<file path="src/rtl/prog_loader.sv">
// prog_loader: parses SYNC/ADDR/LEN/DATA/CHK frames into program-memory writes and gates the CPU hold
module prog_loader #(
  parameter int ADDR_W = 8,
  parameter int DATA_W = 8,
  parameter logic [7:0] SYNC = 8'hA5
) (
  input  logic              clk,
  input  logic              reset,
  input  logic [7:0]        in_data,
  input  logic              in_valid,
  output logic              in_ready,
  output logic              mem_we,
  output logic [ADDR_W-1:0] mem_addr,
  output logic [DATA_W-1:0] mem_wdata,
  output logic              cpu_hold,
  output logic [ADDR_W-1:0] start_pc,
  output logic              busy,
  output logic [7:0]        frames_ok,
  output logic              err
);
  typedef enum logic [2:0] {HUNT, GOT_ADDR, GOT_LEN, DATA, CHECK} state_t;
  state_t state, state_n;
  logic [ADDR_W-1:0] base;
  logic [7:0] len, idx, sum;
  logic acc;
  assign in_ready = reset;
  assign acc = in_valid & in_ready;
  assign busy = state != HUNT;
  always_comb begin
    state_n = state;
    if (acc)
      case (state)
        HUNT:     state_n = in_data == SYNC ? GOT_ADDR : HUNT;
        GOT_ADDR: state_n = GOT_LEN;
        GOT_LEN:  state_n = in_data != 8'd0 ? DATA : CHECK;
        DATA:     state_n = idx + 8'd1 == len ? CHECK : DATA;
        default:  state_n = HUNT;
      endcase
  end
  always_ff @(posedge clk) begin
    if (!reset) begin
      state     <= HUNT;
      mem_we    <= 1'b0;
      mem_addr  <= '0;
      mem_wdata <= '0;
      cpu_hold  <= 1'b1;
      start_pc  <= '0;
      frames_ok <= 8'd0;
      err       <= 1'b0;
      base      <= '0;
      len       <= 8'd0;
      idx       <= 8'd0;
      sum       <= 8'd0;
    end else begin
      state  <= state_n;
      mem_we <= acc && state == DATA;
      if (acc)
        case (state)
          GOT_ADDR: begin
            base <= ADDR_W'(in_data);
            idx  <= 8'd0;
            sum  <= in_data;
          end
          GOT_LEN: begin
            len <= in_data;
            sum <= sum ^ in_data;
            if (in_data != 8'd0) cpu_hold <= 1'b1;
          end
          DATA: begin
            mem_addr  <= base + ADDR_W'(idx);
            mem_wdata <= DATA_W'(in_data);
            idx       <= idx + 8'd1;
            sum       <= sum ^ in_data;
          end
          CHECK: begin
            // a failed checksum leaves hold/start_pc/count untouched; data already written stands
            if (in_data == sum) begin
              frames_ok <= frames_ok + 8'd1;
              if (len == 8'd0) begin
                start_pc <= base;
                cpu_hold <= 1'b0;
              end
            end else err <= 1'b1;
          end
          default: ;
        endcase
    end
  end
endmodule

</file>
<file path="config.mk">
export PLATFORM = sky130hd
export DESIGN_NAME = prog_loader
export DESIGN_NICKNAME = d
export VERILOG_FILES = /design/src/rtl/prog_loader.sv
export SDC_FILE = /design/constraint.sdc
export NUM_CORES = 1
export LEC_CHECK = 0
export ABC_AREA = 1
export CAP_MARGIN = 20
export CORE_UTILIZATION = 35
export CTS_BUF_LIST = sky130_fd_sc_hd__clkbuf_8
export CTS_CLUSTER_DIAMETER = 100
export DETAILED_ROUTE_END_ITERATION = 16
export GPL_ROUTABILITY_DRIVEN = 0
export PLACE_DENSITY_LB_ADDON = 0.25
export SYNTH_ARGS = -nofsm -noshare
export SYNTH_HDL_FRONTEND = slang
export SYNTH_SLANG_ARGS = --single-unit
</file>
<file path="constraint.sdc">
create_clock -name clk -period 3.2 [get_ports clk]
set_input_delay 0.8 -clock clk [delete_from_list [all_inputs] [get_ports clk]]
set_output_delay 0.8 -clock clk [all_outputs]
set_load 0.01 [all_outputs]
</file>
==> results.md <==
* Maximum fanout along the worst path at 3
* Post-synthesis share of cell area spent on full adders, half adders and majority gates at 3.73%
* H-tree levels at 3
* Met3 Wirelength at 385 µm
* Largest stage delay on the critical path at 0.55 ns
* Multiplexer share of the synthesized area at 0%
* Final routed DRC violation total at 0
* Vias in the first global route at a little over 3000
* # rows at 36
* Largest area contributor in the netlist: dfxtp_1
* Worst slew pin tran at 0.743 ns
* Number of violations reported at the end of detailed-routing iteration 0 at 152
* Count of instances resized after the clock tree is built at 0
* Number of nets in the finished design at 549
* Via count at 3284
* Aggregate negative setup slack at 0 ns
* Final ANT Viol Nets at 0
* Final period demand of the worst path at 2.67 ns
* Hold Violations, Final at 0
* Number of warnings printed during yosys synthesis at 0
* Share of Yosys cell area claimed by the top area cell type at 39.5%
* First-pass GRT wire length at 14800 µm
* Setup fix buffers added after clock tree synthesis at 0
* TritonCTS clock tree: built
* Syn Std Cell Area at 0.00355 mm²
* Congestion Overflow GR at 0
* Post-detailed-route wirelength per cell at roughly 13 µm
* Effective utilization at floorplan at between 30 and 40%
* Max-capacitance violation count at 0
* Area growth from synthesis to layout at 22.7%
* Number of flops mapped to enable cells by yosys at 0
* Startpoint kind of the worst setup timing path: input port
* Largest net degree at the start of global routing at 36
* Mean cell area of the mapped netlist at approximately 7.4 µm²
* Most instantiated flip-flop cell in the synthesis netlist: dfxtp_1
* Async SR Flop Fraction at 0%
* Vert. Die Dim at 103 µm
* Worst-skew pair later-pin latency at 0.35 ns
* Ranking of synthesized cells by area: dfxtp_1, nand2_1, inv_1
* Sort of element at the end of the critical path: output port
* # diodes at 0
* Hold Worst Slack at 0.472 ns
* Kind of cell adding the most delay to the critical path: buffers and inverters
* Outcome: finished clean
* Overall routed net length at 8910 µm
* Post-Synth XOR/XNOR Area at 4.16%
* Detailed-routed wire length on met2 at 4080 µm
* Most repeated library cell on the critical path: clkdlybuf4s50_1
* Number of vias per cell at 4.93
* Seq/Total Area, Yosys at 39.5%
* Power Density at 399 mW/mm²
* Post-place setup slack at 0.441 ns
* Hold Crit Class: reg2reg
* Most common cell after layout, fill and taps aside: nand2_1
* Cell variety after synth at 41
* Fmax at about 370 MHz
* Met1 wire length at 4360 µm
* Number of buffers and inverters on the critical path at 2
* Worst slew margin relative to its limit at 50.3%
* Critical path, cell by cell: clkdlybuf4s50_1, clkdlybuf4s50_1
* Fraction of layout instances using a drive strength above 1 at 9.57%
* TritonCTS buffer count at 9
* Final cycle utilization of the critical path at 83.5%
* Setup clock skew after layout at 0.00597 ns
* Clock net sink count at 70
* Root cell of the clock tree: clkbuf_8
* Minimum setup slack in the final design at 0.527 ns
* Number of placed I/O pins at 48
* Worst setup path class: in2out
* Commonest cells after routing, fill and taps aside: nand2_1, dfxtp_1, inv_1
* Final cell count without fillers at around 670
* Share of the synthesized area in compound gates (AO/OA/AOI/OAI) at 16.6%
* Post-synthesis share of cell area spent on and, or, nand and nor gates at between 20% and 30%
* CP required at 2.40 ns
* CTS clock-pin slew for the worst setup and hold paths at 0.08 ns
* Placeable core region at 0.00982 mm²
* Maximum vdd drop at between 0.2 and 0.25 mV
* Syn_nets at 502
* Final standard cell area without fillers at 0.00436 mm²
* Setup violations, final at 0
* Initial antenna violation count at 0
* Synthesis-stage register bit count at 70
* CTS Hold Bufs at 0
* Overall die area at 0.0106 mm²
* Total track usage at 18.5%
* Cell area after placement at 0.00414 mm²
* Max-slew violation count at 0
* Dominant combinational cell family by area after synthesis: simple AND/OR/NAND/NOR gates
* Number of I/O port buffers at 47
* Buffers from clock root to sink, at most at 2
* Uppermost metal layer occupied by signal nets: met4
* Critical-path top delay cell: clkdlybuf4s50_1
* Gate count after technology mapping at 481
* DP Cell Count at 650
* Leakage at approximately 1.6 nW
* Die span in x at 103 µm
* Critical path arrival at 1.87 ns
* RSZ-0062 raised after global routing: no
* 1st-pass router iterations at 4
* Dpl hpwl at between 6000 and 7000 µm
[cells in the mapped netlist (2+ instances only)]
library cell	number
nor4_1	3
nand3_2	2
dfxtp_1	70
xor2_1	9
inv_1	57
clkbuf_1	4
nor2_1	20
xnor2_1	6
nand3_1	42
nand4_1	6
inv_2	5
buf_1	3
buf_6	2
nand2_1	97
nor2_2	6
nor2_4	4
o31ai_1	14
buf_2	4
a21oi_1	38
buf_4	3
o21ai_0	37
ha_1	9
a21oi_2	2
nor3_1	10
nand2_2	5
o21ai_1	7
nor3b_2	2
[cell families (layout without fill, tap and decap cells)]
kind of cell,Yosys count,after routing
AND/OR/NAND/NOR,201,201
AO/OA/AOI/OAI,105,105
buffers and inverters,79,131
flip-flops,70,70
XOR/XNOR,16,16
adder cells (fa/ha/maj),10,10
[routing by layer]
| layer | vias to the layer above | track usage [%] |
|---|---|---|
| met2 | 76 | 29.8 |
| met4 | 0 | 5.85 |
| met5 | - | 0 |
| met1 | 1513 | 24.9 |
| met3 | 7 | 3.73 |
| li1 | 1688 | - |
[worst paths after layout]
kind	start	end	slack [ns]	cells after the start
worst min register to register	mem_addr[5]	mem_addr[5]	0.47	2
worst max register to register	state[1]	len[6]	1.08	6
worst min-delay path	mem_addr[5]	mem_addr[5]	0.47	2
worst max-delay path	reset	in_ready	0.53	2
[stage by stage]
stage                     power [W]  utilization (%)
after floorplan            0.000923                -
after global placement     0.000956             42.1
after detailed placement   0.000956             42.1
after CTS                   0.00176             44.4
after global routing        0.00181             44.4
final                       0.00174             44.4
[flip-flops by register name, indices dropped and copies added (netlist names), 3 cells and up]
name / flops
len: 8
mem_addr: 8
mem_wdata: 8
start_pc: 8
frames_ok: 8
state: 3
idx: 8
sum: 8
base: 8
[layout make-up]
cell class	instances	area (µm²)
sequential	70	1400
inverter	63	236
tap	133	166
clock inverter	7	98.8
fill	1046	5460
timing repair buffer	52	508
multi-input combinational	332	1820
clock buffer	9	124
[where the power goes]
group | switching [W] | total [W] | internal (W)
logic | 0.0000435 | 0.0000659 | 0.0000224
clock network | 0.000363 | 0.000804 | 0.000441
registers | 0.0000000549 | 0.000870 | 0.000870
total | 0.000406 | 0.00174 | 0.00133
No activity file was read; power rests on OpenSTA's default activity.
